File: src/rtl/umq_pkg.sv
// Shared definitions for the unexpected-message-queue scheduler.
//   - default widths and depth/timeout limits for umq_scheduler
//   - occupancy and wait-counter widths
//   - FSM state encoding
package umq_pkg;

    localparam int unsigned PKT_WIDTH_DEF = 128;
    localparam int unsigned REQ_WIDTH_DEF = 32;
    localparam int unsigned DEPTH_DEF     = 1023;
    localparam int unsigned TIMEOUT_DEF   = 1100;

    // Occupancy is exported as a 10-bit count; the wait counter is sized
    // generously so TIMEOUT can be raised without touching the RTL.
    localparam int unsigned OCC_W = 10;
    localparam int unsigned TMO_W = 16;

    typedef enum logic [2:0] {
        IDLE       = 3'd0,
        INS        = 3'd1,
        INS_SETTLE = 3'd2,
        FIND       = 3'd3,
        WAIT       = 3'd4,
        RESP       = 3'd5
    } state_t;

endpackage

File: src/rtl/umq_rr_arb2.sv
// Two-way round-robin arbiter.
//   clk, rst : clock, asynchronous active-high reset
//   req[1:0] : request lines (bit 0 = message stream, bit 1 = request stream)
//   update   : a granted transfer completed this cycle; advance the pointer
//   grant    : one-hot grant (combinational)
// After reset bit 0 wins a tie. A lone requester is always granted.
module umq_rr_arb2 (
    input  logic       clk,
    input  logic       rst,
    input  logic [1:0] req,
    input  logic       update,
    output logic [1:0] grant
);

    // 1: bit 1 has priority on the next tie, 0: bit 0 has priority
    logic prio_q;

    always_comb begin
        grant = 2'b00;
        case (req)
            2'b01:   grant = 2'b01;
            2'b10:   grant = 2'b10;
            2'b11:   grant = prio_q ? 2'b10 : 2'b01;
            default: grant = 2'b00;
        endcase
    end

    // Priority flips to whichever side was not just served.
    always_ff @(posedge clk or posedge rst) begin
        if (rst) begin
            prio_q <= 1'b0;
        end else if (update && (grant != 2'b00)) begin
            prio_q <= grant[0];
        end
    end

endmodule

File: src/rtl/umq_scheduler.sv
// Scheduler sitting in front of an unexpected-message list. Network messages
// are inserted into the list; receive posts search it. Only one list
// operation is ever outstanding.
//   clk, rst                         : clock, async active-high reset
//   msg_valid/msg_data/msg_ready     : network insert stream
//   req_valid/req_data/req_ready     : receive-post find stream
//   ll_insert/ll_find                : single-cycle list command strobes
//   ll_message/ll_request            : list command operands (held stable)
//   ll_found/ll_not_found            : list search result pulses
//   ll_q_full                        : list reports it cannot take inserts
//   ll_unexpected_message            : message returned by a successful find
//   rsp_*                            : find response, valid/ready handshake
//   occupancy                        : entries believed to be in the list
//   busy                             : scheduler not idle
module umq_scheduler
    import umq_pkg::*;
#(
    parameter int unsigned PKT_WIDTH = PKT_WIDTH_DEF,
    parameter int unsigned REQ_WIDTH = REQ_WIDTH_DEF,
    parameter int unsigned DEPTH     = DEPTH_DEF,
    parameter int unsigned TIMEOUT   = TIMEOUT_DEF
) (
    input  logic                 clk,
    input  logic                 rst,
    input  logic                 msg_valid,
    input  logic [PKT_WIDTH-1:0] msg_data,
    output logic                 msg_ready,
    input  logic                 req_valid,
    input  logic [REQ_WIDTH-1:0] req_data,
    output logic                 req_ready,
    output logic                 ll_insert,
    output logic                 ll_find,
    output logic [PKT_WIDTH-1:0] ll_message,
    output logic [31:0]          ll_request,
    input  logic                 ll_found,
    input  logic                 ll_not_found,
    input  logic                 ll_q_full,
    input  logic [PKT_WIDTH-1:0] ll_unexpected_message,
    output logic                 rsp_valid,
    input  logic                 rsp_ready,
    output logic                 rsp_hit,
    output logic                 rsp_timeout,
    output logic [PKT_WIDTH-1:0] rsp_message,
    output logic [REQ_WIDTH-1:0] rsp_request,
    output logic [OCC_W-1:0]     occupancy,
    output logic                 busy
);

    state_t               state_q, state_d;
    logic [OCC_W-1:0]     occ_q, occ_d;
    logic [TMO_W-1:0]     tmo_q, tmo_d;
    logic [PKT_WIDTH-1:0] msg_q, msg_d;
    logic [REQ_WIDTH-1:0] req_q, req_d;
    logic                 hit_q, hit_d;
    logic                 tout_q, tout_d;
    logic [PKT_WIDTH-1:0] rmsg_q, rmsg_d;

    logic       full;
    logic [1:0] arb_req;
    logic [1:0] arb_grant;
    logic       arb_update;

    assign full    = ll_q_full || (occ_q == OCC_W'(DEPTH));
    assign arb_req = {req_valid, msg_valid && !full};

    umq_rr_arb2 u_arb (
        .clk    (clk),
        .rst    (rst),
        .req    (arb_req),
        .update (arb_update),
        .grant  (arb_grant)
    );

    always_comb begin
        state_d    = state_q;
        occ_d      = occ_q;
        tmo_d      = tmo_q;
        msg_d      = msg_q;
        req_d      = req_q;
        hit_d      = hit_q;
        tout_d     = tout_q;
        rmsg_d     = rmsg_q;
        msg_ready  = 1'b0;
        req_ready  = 1'b0;
        ll_insert  = 1'b0;
        ll_find    = 1'b0;
        arb_update = 1'b0;

        case (state_q)
            IDLE: begin
                // Readies are masked by rst so they drop the instant reset rises.
                msg_ready = arb_grant[0] && !rst;
                req_ready = arb_grant[1] && !rst;
                if (msg_valid && msg_ready) begin
                    msg_d      = msg_data;
                    arb_update = 1'b1;
                    state_d    = INS;
                end else if (req_valid && req_ready) begin
                    req_d      = req_data;
                    arb_update = 1'b1;
                    if (occ_q == '0) begin
                        // Nothing can match an empty list: answer a miss directly.
                        hit_d   = 1'b0;
                        tout_d  = 1'b0;
                        rmsg_d  = '0;
                        state_d = RESP;
                    end else begin
                        state_d = FIND;
                    end
                end
            end
            INS: begin
                ll_insert = 1'b1;
                if (occ_q != OCC_W'(DEPTH)) begin
                    occ_d = occ_q + 1'b1;
                end
                state_d = INS_SETTLE;
            end
            INS_SETTLE: begin
                state_d = IDLE;
            end
            FIND: begin
                ll_find = 1'b1;
                tmo_d   = '0;
                state_d = WAIT;
            end
            WAIT: begin
                // A simultaneous found/not_found is resolved as found.
                if (ll_found) begin
                    hit_d  = 1'b1;
                    tout_d = 1'b0;
                    rmsg_d = ll_unexpected_message;
                    if (occ_q != '0) begin
                        occ_d = occ_q - 1'b1;
                    end
                    state_d = RESP;
                end else if (ll_not_found) begin
                    hit_d   = 1'b0;
                    tout_d  = 1'b0;
                    rmsg_d  = '0;
                    state_d = RESP;
                end else if (tmo_q == TMO_W'(TIMEOUT - 1)) begin
                    hit_d   = 1'b0;
                    tout_d  = 1'b1;
                    rmsg_d  = '0;
                    state_d = RESP;
                end else begin
                    tmo_d = tmo_q + 1'b1;
                end
            end
            RESP: begin
                if (rsp_ready) begin
                    state_d = IDLE;
                end
            end
            default: begin
                state_d = IDLE;
            end
        endcase
    end

    always_ff @(posedge clk or posedge rst) begin
        if (rst) begin
            state_q <= IDLE;
            occ_q   <= '0;
            tmo_q   <= '0;
            msg_q   <= '0;
            req_q   <= '0;
            hit_q   <= 1'b0;
            tout_q  <= 1'b0;
            rmsg_q  <= '0;
        end else begin
            state_q <= state_d;
            occ_q   <= occ_d;
            tmo_q   <= tmo_d;
            msg_q   <= msg_d;
            req_q   <= req_d;
            hit_q   <= hit_d;
            tout_q  <= tout_d;
            rmsg_q  <= rmsg_d;
        end
    end

    assign ll_message  = msg_q;
    assign ll_request  = 32'(req_q);
    assign rsp_valid   = (state_q == RESP);
    assign rsp_hit     = hit_q;
    assign rsp_timeout = tout_q;
    assign rsp_message = rmsg_q;
    assign rsp_request = req_q;
    assign occupancy   = occ_q;
    assign busy        = (state_q != IDLE);

endmodule

File: config.mk
export PLATFORM = sky130hd
export DESIGN_NAME = umq_scheduler
export DESIGN_NICKNAME = d
export VERILOG_FILES = /design/src/rtl/umq_pkg.sv /design/src/rtl/umq_rr_arb2.sv /design/src/rtl/umq_scheduler.sv
export SDC_FILE = /design/constraint.sdc
export NUM_CORES = 1
export LEC_CHECK = 0
export CORE_AREA = 3 3 243 245
export CTS_BUF_LIST = sky130_fd_sc_hd__clkbuf_16
export DETAILED_ROUTE_END_ITERATION = 6
export DIE_AREA = 0 0 246 248
export DONT_BUFFER_PORTS = 1
export GPL_TIMING_DRIVEN = 0
export PLACE_DENSITY = 0.38
export REMOVE_ABC_BUFFERS = 1
export SYNTH_ARGS = -nofsm -noshare
export SYNTH_HDL_FRONTEND = slang
export SYNTH_SLANG_ARGS = --single-unit
File: constraint.sdc
create_clock -name clk -period 25.8 [get_ports clk]
set_input_delay 5.16 -clock clk [delete_from_list [all_inputs] [get_ports clk]]
set_output_delay 5.16 -clock clk [all_outputs]
set_load 0.03 [all_outputs]
==> impl_results.md, run 1 <==
* Result of the run: complete, no violations
* Die height at 248 um
* Worst-path fanout max at 34
* Sequential-to-total area share from yosys stat at 63.7%
* Relative slew slack at 10.7%
* Final cell count without fillers at around 1600
* Initial cell density of the core at between 20% and 30%
* Class of the tightest hold or removal check: register to register
* DRC violation count after routing at 0
* Final worst path period need at 12.22 ns
* Master cell of the clock root buffer: sky130_fd_sc_hd__clkbuf_16
* Leakage power total at ~6.4 nW
* Final WL at 37100 um
* Detailed-route via count at 7099
* Gpl congestion at 0.725
* Adder and majority gate portion of the synthesized area at about 1.1%
* Crit path DAT at a little over 7 ns
* Start point of the critical path: ll_q_full
* Synth Flop Type: sky130_fd_sc_hd__dfrtp_1
* Number of instances in the synthesized netlist at between 800 and 900
* Fin Setup TNS at 0 ns
* Total power density per cell area at 157 mW/mm2
* Share of flip-flops with an asynchronous set or reset at 100%
* Die width at 246 um
* TritonRoute pass-1 iters at 4
* Number of synthesized flops with an enable pin at 0
* Worst Reg-to-Reg Cells at 8
* CTS tree: built
* Total number of placement rows at 88
* Reg-to-reg setup timing slack at around 23 ns
* Final setup violation count at 0
* Mux cell area share after synthesis at 14.6%
* Initial drt markers at 310
* Total power draw at 0.00227 W
* Average footprint of a synthesized cell at 14.5 um2
* Total of cells resized after clock tree synthesis at 0
* RSZ-0062 raised after global routing: false
* Final count of hold timing violations at 0
* Largest buffer count on any clock path at 3
* Post-layout net count at around 1100
* Synth Area in Compound Gates at a little under an eighth
* Gate power share at 15.5%
* Net switching power of the design at approximately 0.0011 W
* Count of port buffers added during placement at 0
* CTS clk-pin slew, worst paths at about 0.050 ns
* Clock tree skew after final layout at 0.0108 ns
* Placed standard-cell area at 0.0133 mm2
* Post-Synth XOR/XNOR Area at 1.32%
* Crit. End Element: primary output
* Post-synth top area cell: sky130_fd_sc_hd__dfrtp_1
* Largest net degree at the start of global routing at between 100 and 150
* TritonCTS sink count at 320
* Setup crit start kind: input port
* Die footprint at 0.0610 mm2
* Share of synthesized cell area in and, or, nand and nor gates at 3.66%
* Combined area of all synthesized cells at 0.0126 mm2
* Cell Int Power at 0.00122 W
* Worst Max-Slew Pin Slew at 1.34 ns
* Wire length of the first global-routing pass at 51600 um
* Fraction of final layout cells sized beyond drive strength 1 at around 27%
* Post-layout util at roughly 25%
* Share of the synthesized area in the top cell type at 63.7%
* Switching Share at a little under half
* Most frequent cell after synthesis: sky130_fd_sc_hd__dfrtp_1
* Insertion delay of the later-clocked pin in the worst-skew pair at 0.53 ns
* Critical R2R Capture: ll_message[1]
* Routed length per placed instance at about 23 um
* Largest family of logic cells by synthesized area: multiplexers
* Final HPWL from detailed placement at 27700 um
* Critical Setup Path Class: input port to primary output
* Final antenna-violating net count at 0
* Crit path capture: req_ready
* Count of final max-slew check failures at 0
* H-tree depth reported by CTS at 2
* Core ar. at 0.0574 mm2
* Vias per cell at 4.36
* Fraction of power consumed by the clock network at 21.9%
* Total setup buffers inserted after CTS at 0
* Number of warnings printed during yosys synthesis at 0
* Commonest cells in the synthesized netlist: sky130_fd_sc_hd__dfrtp_1 (320), sky130_fd_sc_hd__mux2_2 (163), sky130_fd_sc_hd__a22o_1 (129), sky130_fd_sc_hd__buf_4 (43), sky130_fd_sc_hd__nor2_1 (26)
* Num CTS Buffers at 38
* Reg2reg start: occupancy[8]
* Total congestion overflow after global routing at 0
* Signed area change from the synthesized netlist to the final layout at 15.1%
* Count of unique library cells instantiated by Yosys at 49
* Number of global-route vias before repair at about 7500
* Max-cap viol count at 0
* Finished layout cell area at 0.0145 mm2
* Aggregate global-route resource usage at 11.3%
* Dpl cells at 1559
* Total of fill cells in the finished design at 5937
* Worst supply voltage drop on vdd at 65.2 uV
* Period Utilization, post-route at 47.4%
* Number of top-level pins at 634
* Initial antenna violation count at 5
* Required time reported for the critical path endpoint at around 21 ns
* Count of hold-fix buffers inserted at cts at 0
* Ranking of synthesized cells by area: sky130_fd_sc_hd__dfrtp_1 (64%), sky130_fd_sc_hd__mux2_2 (15%), sky130_fd_sc_hd__a22o_1 (9.0%)
* Highest clock rate at 81.8 MHz
* Number of synthesized register bits at 320
* Sequential share of power at 62.7%
==> power groups by stage <==
stage	clock [W]	combinational, W	sequential (W)
2_1_floorplan	0	0.000302	0.00134
3_3_place_gp	0	0.000350	0.00145
3_5_place_dp	0	0.000362	0.00144
4_1_cts	0.000520	0.000359	0.00143
5_1_grt	0.000540	0.000397	0.00146
6_report	0.000497	0.000352	0.00143
==> final cells by class <==
cell class | instances | area, um2 | share of cell area (%)
antenna | 6 | 15.0 | 0.104
clock buffer | 39 | 976 | 6.75
clock inverter | 25 | 164 | 1.13
inverter | 8 | 37.5 | 0.260
multi-input combinational | 454 | 4050 | 28.0
sequential | 320 | 8010 | 55.4
tap | 765 | 957 | 6.62
timing repair buffer | 12 | 258 | 1.78
==> through the flow <==
stage,hold WS (ns),setup slack (ns)
floorplan,0.467,7.17
global placement,0.489,3.36
detailed placement,0.499,13.46
CTS,0.512,13.45
global route,0.540,13.41
finish,0.506,13.58
==> worst max-delay path, cell delays in order <==
cell and delay (ns):
sky130_fd_sc_hd__inv_1 0.03, sky130_fd_sc_hd__o311ai_0 0.33, sky130_fd_sc_hd__o211ai_1 0.34, sky130_fd_sc_hd__or2_2 0.77
sky130_fd_sc_hd__inv_1 0.37
==> worst min-delay path by stage <==
| stage | slack (ns) | start | end | cells after the start |
|---|---|---|---|---|
| after floorplan | 0.47 | tmo_q[1] | tmo_q[1] | 2 |
| after global placement | 0.49 | u_arb.prio_q | u_arb.prio_q | 1 |
| after detailed placement | 0.50 | u_arb.prio_q | u_arb.prio_q | 1 |
| after CTS | 0.51 | u_arb.prio_q | u_arb.prio_q | 1 |
| after global routing | 0.54 | u_arb.prio_q | u_arb.prio_q | 1 |
| final | 0.51 | u_arb.prio_q | u_arb.prio_q | 1 |
==> cells by family after synthesis <==
| kind of cell | Yosys count |
|---|---|
| DFF | 320 |
| xor gates and xnor gates | 19 |
| adders and majority gates | 10 |
| muxes | 163 |
| AOI/OAI and AO/OA | 176 |
| buffers and inverters | 92 |
| and+or+nand+nor | 86 |
==> metal layers <==
| metal | share of wire [%] | global-route usage (%) | up-vias |
|---|---|---|---|
| li1 | - | - | 3079 |
| met2 | 52 | 19.9 | 408 |
| met5 | 0 | 0 | - |
| met4 | 2.8 | 4.22 | 0 |
| met3 | 9.3 | 4.44 | 54 |
| met1 | 36 | 12.3 | 3558 |
==> layout by cell type, fill, tap and decap left out, drive strengths merged, types with 3 or more instances in the layout <==
cell type,synthesis,final
dfrtp,320,320
mux2,163,163
a22o,130,130
clkbuf,19,39
nor2,26,26
inv,8,20
a21oi,19,19
xor2,13,13
buf,65,12
nand2,11,11
ha,9,9
o21ai,9,9
clkinv,0,9
nand3,7,7
nor3,7,7
diode,0,6
nand4,6,6
xnor2,6,6
or3,5,5
nor2b,4,4
a21o,4,4
and3,3,3
o211ai,3,3
nor4,3,3
==> sequential cells by signal, summed over array words and instances (netlist names) <==
register,flops
ll_message,128
rsp_message,128
ll_request,32
tmo_q,16
occupancy,10
state_q,3
rsp_hit,1
rsp_timeout,1
u_arb.prio_q,1
Note: power is estimated with default switching activity, not from simulation.
==> run 2: changes to the inputs <==
--- a/config.mk
+++ b/config.mk
@@ -11,7 +11,7 @@
 export DIE_AREA = 0 0 246 248
 export DONT_BUFFER_PORTS = 1
 export GPL_TIMING_DRIVEN = 0
-export PLACE_DENSITY = 0.38
+export PLACE_DENSITY = 0.39
 export REMOVE_ABC_BUFFERS = 1
 export SYNTH_ARGS = -nofsm -noshare
 export SYNTH_HDL_FRONTEND = slang
==> constraint.sdc (replaced) <==
create_clock -name clk -period 10.8 [get_ports clk]
set_input_delay 2.16 -clock clk [delete_from_list [all_inputs] [get_ports clk]]
set_output_delay 2.16 -clock clk [all_outputs]
set_load 0.03 [all_outputs]
==> run 2 against run 1 <==
Net effect: largest power group unchanged; combinational power up 140%; setup slack worse by 9.1 ns; sequential share of layout area down 0.51 points; global-route usage down 0.22 points; sequential cell count unchanged; die area unchanged; via count down 0.15%; critical path type unchanged.
==> impl_results.md, run 2 (synthesis results as in run 1) <==
* Result of the run: complete, no violations (unchanged)
* Period Utilization, post-route at 58.6%
* Final count of hold timing violations at 0 (unchanged)
* Total of cells resized after clock tree synthesis at 0 (unchanged)
* Setup crit start kind: input port (unchanged)
* Worst supply voltage drop on vdd at 167 uV (was 65.2 uV)
* Total setup buffers inserted after CTS at 0 (unchanged)
* Total power density per cell area at 379 mW/mm2 (was 157 mW/mm2)
* TritonRoute pass-1 iters at 4 (unchanged)
* Crit. End Element: primary output (unchanged)
* Routed length per placed instance at 22.5 um (was 22.8 um)
* Total of fill cells in the finished design at 5898 (was 5937)
* Critical R2R Capture: ll_request[8] (was ll_message[1])
* Leakage power total at 6.46 nW (was 6.42 nW)
* Final antenna-violating net count at 0 (unchanged)
* Final HPWL from detailed placement at 27400 um (was 27700 um)
* Initial antenna violation count at 8 (was 5)
* Largest buffer count on any clock path at 3 (unchanged)
* TritonCTS sink count at 320 (unchanged)
* Number of cells traversed by the worst hold path at 1 (unchanged)
* CTS tree: built (unchanged)
* Relative slew slack at 9.29% (was 10.7%)
* Worst Reg-to-Reg Cells at 5 (was 8)
* Master cell of the clock root buffer: sky130_fd_sc_hd__clkbuf_16 (unchanged)
* Post-layout net count at 1141 (was 1140)
* Highest clock rate at about 160 MHz
* Signed area change from the synthesized netlist to the final layout at 16.2% (was 15.1%)
* Most frequent cells in the layout: sky130_fd_sc_hd__dfrtp_1 (320), sky130_fd_sc_hd__mux2_2 (163), sky130_fd_sc_hd__a22o_1 (129) (unchanged)
* Reg-to-reg setup timing slack at 7.55 ns (was 22.51 ns)
* Count of port buffers added during placement at 0 (unchanged)
* Critical Setup Path Class: input port to primary output (unchanged)
* Hold Crit Endpoint: u_arb.prio_q (unchanged)
* Aggregate global-route resource usage at 11.1% (was 11.3%)
* Initial drt markers at 292 (was 310)
* Class of the tightest hold or removal check: register to register (unchanged)
* Fraction of final layout cells sized beyond drive strength 1 at 27.8% (was 27.3%)
* Die width at 246 um (unchanged)
* Wire length of the first global-routing pass at 51000 um (was 51600 um)
* Total number of placement rows at 88 (unchanged)
* Required time reported for the critical path endpoint at 8.64 ns (was 20.64 ns)
* Final worst path period need at between 6 and 7 ns
* Total congestion overflow after global routing at 0 (unchanged)
* Final worst hold slack at 0.502 ns (was 0.506 ns)
* Max-cap viol count at 0 (unchanged)
* Detailed-route via count at 7088 (was 7099)
* Number of global-route vias before repair at 7566 (was 7455)
* Commonest non-fill, non-tap cell in the layout: sky130_fd_sc_hd__dfrtp_1 (unchanged)
* Gpl congestion at 0.750 (was 0.725)
* Worst Max-Slew Pin Slew at 1.36 ns (was 1.34 ns)
* RSZ-0062 raised after global routing: false (unchanged)
* HP Start: u_arb.prio_q (unchanged)
* Initial cell density of the core at 21.9% (unchanged)
* Die footprint at 0.0610 mm2 (unchanged)
* H-tree depth reported by CTS at 2 (unchanged)
* Die height at 248 um (unchanged)
* Count of final max-slew check failures at 0 (unchanged)
* CTS clk-pin slew, worst paths at 0.05 ns (about the same)
* Largest net degree at the start of global routing at 106 (was 119)
* Multi-input gate area in the final layout at 0.00405 mm2 (unchanged)
* Crit path DAT at 4.17 ns (was 7.06 ns)
* DRC violation count after routing at 0 (unchanged)
* Worst-path fanout max at 105 (was 34)
* Insertion delay of the later-clocked pin in the worst-skew pair at 0.55 ns (was 0.53 ns)
* Final WL at 36700 um (was 37100 um)
* Num CTS Buffers at 39 (was 38)
* Fin Setup TNS at 0 ns (unchanged)
* Reg2reg start: occupancy[8] (unchanged)
* Core ar. at 0.0574 mm2 (unchanged)
* Number of top-level pins at 634 (unchanged)
* Total power draw at 0.00554 W (was 0.00227 W)
* Storage element area at 0.00801 mm2 (unchanged)
* Final setup violation count at 0 (unchanged)
* Vias per cell at 4.35 (was 4.36)
* Count of hold-fix buffers inserted at cts at 0 (unchanged)
* Clock tree skew after final layout at 0.0238 ns (was 0.0108 ns)
## run 2: area by class of cell
type | instances | share of cell area [%]
multi-input combinational | 454 | 27.7
antenna | 7 | 0.120
clock buffer | 39 | 6.69
timing repair buffer | 12 | 1.95
inverter | 8 | 0.257
clock inverter | 26 | 1.83
tap | 765 | 6.56
sequential | 320 | 54.9
## run 2: how the worst max path moves through the flow
| stage | startpoint | to | cells past startpoint |
|---|---|---|---|
| after global placement | rst | rsp_message[22] | 5 |
| after CTS | rst | req_ready | 5 |
| after detailed placement | rst | req_ready | 5 |
| final | rst | req_ready | 5 |
| after global routing | rst | req_ready | 5 |
| after floorplan | rst | req_ready | 4 |
## run 2: power by group
part	switching (W)	internal, W
registers	0.00170	0.00171
logic	0.000341	0.000501
clock network	0.000509	0.000774
## run 2: routing by layer
layer,global-route usage [%],up-vias,wire length [um]
li1,-,3088,-
met1,11.4,3518,12800
met2,19.5,421,19000
met3,5.30,61,3920
met4,4.34,0,1050
met5,0,-,0
## run 2: metrics by stage
| step | instance area (um2) | utilization, % | cells | setup WS, ns |
|---|---|---|---|---|
| CTS | 14600 | 25.4 | 1624 | 4.25 |
| finish | 14600 | 25.4 | 1631 | 4.47 |
| global route | 14600 | 25.4 | 1629 | 4.18 |
| global placement | 13000 | 22.7 | 1547 | -6.46 |
| detailed placement | 13300 | 23.2 | 1559 | 4.26 |
| floorplan | 12100 | - | 782 | -1.83 |
## run 2: critical path, stage by stage
cell and delay [ns]:
sky130_fd_sc_hd__inv_8 0.31, sky130_fd_sc_hd__buf_16 0.41, sky130_fd_sc_hd__o211ai_1 0.21, sky130_fd_sc_hd__or2_2 0.66, sky130_fd_sc_hd__inv_1 0.38
==> run 3: changes to the inputs <==
--- a/config.mk
+++ b/config.mk
@@ -5,13 +5,14 @@
 export SDC_FILE = /design/constraint.sdc
 export NUM_CORES = 1
 export LEC_CHECK = 0
+export ABC_AREA = 1
 export CORE_AREA = 3 3 243 245
 export CTS_BUF_LIST = sky130_fd_sc_hd__clkbuf_16
 export DETAILED_ROUTE_END_ITERATION = 6
 export DIE_AREA = 0 0 246 248
 export DONT_BUFFER_PORTS = 1
 export GPL_TIMING_DRIVEN = 0
-export PLACE_DENSITY = 0.39
+export PLACE_DENSITY = 0.41
 export REMOVE_ABC_BUFFERS = 1
 export SYNTH_ARGS = -nofsm -noshare
 export SYNTH_HDL_FRONTEND = slang
==> constraint.sdc (replaced) <==
create_clock -name clk -period 5.4 [get_ports clk]
set_input_delay 1.08 -clock clk [delete_from_list [all_inputs] [get_ports clk]]
set_output_delay 1.08 -clock clk [all_outputs]
set_load 0.03 [all_outputs]
==> run 3 against run 2 <==
Net effect: count of clock-buffer cells in the layout grew 2; wire length grew 17%; power grew 100%; setup slack lost 3.7 ns; area after synthesis grew 6.5%; critical endpoint is now msg_ready; largest cell class unchanged.
==> impl_results.md, run 3 <==
* Result of the run: complete, no violations (unchanged)
* Post-layout util at 26.3% (was 25.4%)
* CTS clk-pin slew, worst paths at 0.06 ns (was 0.05 ns)
* Final count of hold timing violations at 0 (unchanged)
* Share of synthesized cell area in and, or, nand and nor gates at 30.4% (was 3.66%)
* Final setup violation count at 0 (unchanged)
* Final cell count without fillers at 2320 (was 1631)
* Mux cell area share after synthesis at 0% (was 14.6%)
* Worst Max-Slew Pin Slew at 0.755 ns (was 1.36 ns)
* Routed length per placed instance at 18.5 um (was 22.5 um)
* Gpl congestion at 0.788 (was 0.750)
* Worst Reg-to-Reg Cells at 10 (was 5)
* Pre-CTS WS at 0.590 ns (was 4.26 ns)
* Total setup buffers inserted after CTS at 0 (unchanged)
* Storage element area at 0.00801 mm2 (unchanged)
* Worst path setup slack after routing at 0.769 ns (was 4.47 ns)
* Crit path DAT at 3.55 ns (was 4.17 ns)
* Highest cell delay on the worst timing path at 0.53 ns (was 0.66 ns)
* Initial cell density of the core at 23.3% (was 21.9%)
* Number of global-route vias before repair at 9832 (was 7566)
* Total of fill cells in the finished design at 6229 (was 5898)
* Relative slew slack at 49.7% (was 9.29%)
* Critical Setup Path Class: input port to primary output (unchanged)
* Setup crit start kind: input port (unchanged)
* Total number of placement rows at 88 (unchanged)
* Critical R2R Capture: rsp_message[37] (was ll_request[8])
* Number of top-level pins at 634 (unchanged)
* Count of hold-fix buffers inserted at cts at 0 (unchanged)
* Cell-by-cell listing of the critical path: inv_8, buf_16, o2111ai_1, nor2_4, buf_12, buf_12 (was inv_8, buf_16, o211ai_1, or2_2, inv_1)
* Count of final max-slew check failures at 0 (unchanged)
* Die height at 248 um (unchanged)
* Total power draw at 0.0112 W (was 0.00554 W)
* Most frequent cells in the layout: sky130_fd_sc_hd__nand2_1 (958), sky130_fd_sc_hd__dfrtp_1 (320), sky130_fd_sc_hd__inv_1 (47) (was sky130_fd_sc_hd__dfrtp_1 (320), sky130_fd_sc_hd__mux2_2 (163), sky130_fd_sc_hd__a22o_1 (129))
* Signed area change from the synthesized netlist to the final layout at 12.9% (was 16.2%)
* Final antenna-violating net count at 0 (unchanged)
* Synth Flop Type: sky130_fd_sc_hd__dfrtp_1 (unchanged)
* Adder and majority gate portion of the synthesized area at 0.991% (was 1.06%)
* H-tree depth reported by CTS at 2 (unchanged)
* Number of synthesized register bits at 320 (unchanged)
* CTS tree: built (unchanged)
* Most frequent cell after synthesis: sky130_fd_sc_hd__nand2_1 (was sky130_fd_sc_hd__dfrtp_1)
* Master cell of the clock root buffer: sky130_fd_sc_hd__clkbuf_16 (unchanged)
* Post-synth top area cell: sky130_fd_sc_hd__dfrtp_1 (unchanged)
* Worst supply voltage drop on vdd at 295 uV (was 167 uV)
* Detailed-route via count at 9794 (was 7088)
* Count of unique library cells instantiated by Yosys at 30 (was 49)
* Final worst path period need at 4.63 ns
* Vias per cell at 4.22 (was 4.35)
* TritonRoute pass-1 iters at 4 (unchanged)
* Worst path buffer plus inverter count at 4 (was 3)
* Share of flip-flops with an asynchronous set or reset at 100% (unchanged)
* Fraction of final layout cells sized beyond drive strength 1 at 4.95% (was 27.8%)
* Post-Synth XOR/XNOR Area at 0.786% (was 1.32%)
* Dpl cells at 2251 (was 1559)
* Worst-path fanout max at 105 (unchanged)
* Commonest non-fill, non-tap cell in the layout: sky130_fd_sc_hd__nand2_1 (was sky130_fd_sc_hd__dfrtp_1)
* DRC violation count after routing at 0 (unchanged)
* Period Utilization, post-route at 85.8%
* Sequential-to-total area share from yosys stat at 59.9% (was 63.7%)
* Reg-to-reg setup timing slack at 2.49 ns (was 7.55 ns)
* Largest family of logic cells by synthesized area: simple AND/OR/NAND/NOR gates (was multiplexers)
* Insertion delay of the later-clocked pin in the worst-skew pair at 0.55 ns (about the same)
* Crit path top cell by count: sky130_fd_sc_hd__buf_12
* Start point of the critical path: rst (unchanged)
* Total power density per cell area at 739 mW/mm2 (was 379 mW/mm2)
* Num CTS Buffers at 39 (unchanged)
* Clock tree skew after final layout at 0.0201 ns (was 0.0238 ns)
* Max-cap viol count at 0 (unchanged)
* Total congestion overflow after global routing at 0 (unchanged)
* Die footprint at 0.0610 mm2 (unchanged)
* Number of warnings printed during yosys synthesis at 0 (unchanged)
* Required time reported for the critical path endpoint at 4.32 ns (was 8.64 ns)
* Final WL at 42800 um (was 36700 um)
* Aggregate global-route resource usage at 13.1% (was 11.1%)
* Final HPWL from detailed placement at 32100 um (was 27400 um)
* Combined area of all synthesized cells at 0.0134 mm2 (was 0.0126 mm2)
* Wire length of the first global-routing pass at 61500 um (was 51000 um)
* Crit. End Element: primary output (unchanged)
* Count of port buffers added during placement at 0 (unchanged)
* Core ar. at 0.0574 mm2 (unchanged)
* Share of the synthesized area in the top cell type at 59.9% (was 63.7%)
* Slowest cell on the critical path: sky130_fd_sc_hd__nor2_4 (was sky130_fd_sc_hd__or2_2)
* Initial drt markers at 470 (was 292)
* Number of instances in the synthesized netlist at 1577 (was 866)
* Fin Setup TNS at 0 ns (unchanged)
* Total of cells resized after clock tree synthesis at 0 (unchanged)
* Crit path capture: msg_ready (was req_ready)
* Multi-input gate area in the final layout at 0.00455 mm2 (was 0.00405 mm2)
* Initial antenna violation count at 3 (was 8)
* Post-layout net count at 1833 (was 1141)
* Average footprint of a synthesized cell at 8.48 um2 (was 14.5 um2)
* Largest buffer count on any clock path at 3 (unchanged)
* Leakage power total at 8.00 nW (was 6.46 nW)
* Number of synthesized flops with an enable pin at 0 (unchanged)
* Reg2reg start: occupancy[4] (was occupancy[8])
* RSZ-0062 raised after global routing: false (unchanged)
* Largest net degree at the start of global routing at 125 (was 106)
* TritonCTS sink count at 320 (unchanged)
* Die width at 246 um (unchanged)
* Class of the tightest hold or removal check: input port to asynchronous set/reset pin (was register to register)
* Ranking of synthesized cells by area: sky130_fd_sc_hd__dfrtp_1 (60%), sky130_fd_sc_hd__nand2_1 (27%), sky130_fd_sc_hd__buf_4 (2.4%) (was sky130_fd_sc_hd__dfrtp_1 (64%), sky130_fd_sc_hd__mux2_2 (15%), sky130_fd_sc_hd__a22o_1 (9.0%))
* Number of cells on the critical path at 6 (was 5)
* Top cell family by delay on the critical path: buffers and inverters (unchanged)
* Highest clock rate at 216 MHz
* Commonest cells in the synthesized netlist: sky130_fd_sc_hd__nand2_1 (958), sky130_fd_sc_hd__dfrtp_1 (320), sky130_fd_sc_hd__buf_2 (42), sky130_fd_sc_hd__buf_4 (42), sky130_fd_sc_hd__inv_1 (40) (was sky130_fd_sc_hd__dfrtp_1 (320), sky130_fd_sc_hd__mux2_2 (163), sky130_fd_sc_hd__a22o_1 (129), sky130_fd_sc_hd__buf_4 (43), sky130_fd_sc_hd__nor2_1 (26))
* Synth Area in Compound Gates at 1.66% (was 11.4%)
run 3: stage by stage:
step                hold slack [ns]  area, um2
floorplan                     0.475      12700
CTS                           0.513      15100
global placement              0.500      13700
detailed placement            0.504      13900
global route                  0.516      15100
finish                        0.481      15100
run 3: where the power goes:
part | internal [W] | total, W | switching, W
clock | 0.00142 | 0.00245 | 0.00103
combinational | 0.000606 | 0.00178 | 0.00117
sequential | 0.00344 | 0.00693 | 0.00349
run 3: kinds of logic after synthesis:
family | Yosys count
AOI/OAI and AO/OA | 39
xor gates and xnor gates | 12
adders and majority gates | 10
buffers and inverters | 146
DFF | 320
and+or+nand+nor | 1050
run 3: layout make-up:
class	instances	area share (%)
clock buffers	41	6.79
repair buffers	9	1.44
diodes	1	0.0166
well taps	765	6.34
clock inverters	27	1.10
multi-input cells	1111	30.1
flip-flops and latches	320	53.0
inverters	46	1.23
run 3: worst register-to-register path: stages (launching register included):
cell,delay [ns]
sky130_fd_sc_hd__dfrtp_1,0.70
sky130_fd_sc_hd__nand2_1,0.12
sky130_fd_sc_hd__nor2_1,0.16
sky130_fd_sc_hd__nand3_1,0.16
sky130_fd_sc_hd__nand3_1,0.10
sky130_fd_sc_hd__nand3_1,0.12
sky130_fd_sc_hd__nand2_1,0.17
sky130_fd_sc_hd__nand3_4,0.52
sky130_fd_sc_hd__buf_16,0.50
sky130_fd_sc_hd__nand2_1,0.20
sky130_fd_sc_hd__nand2_1,0.05
run 3: metal layers:
metal	GRT usage (%)	wire, um
met1	14.6	15700
met2	22.4	21200
met3	6.30	5160
met4	3.35	740
met5	0	26
run 3: worst min path at each step:
stage | slack (ns) | end | startpoint
after global routing | 0.52 | ll_message[120] | rst
after CTS | 0.51 | ll_message[120] | rst
after detailed placement | 0.50 | tmo_q[14] | tmo_q[14]
final | 0.48 | ll_message[96] | rst
after global placement | 0.50 | tmo_q[13] | tmo_q[13]
after floorplan | 0.47 | tmo_q[13] | tmo_q[13]
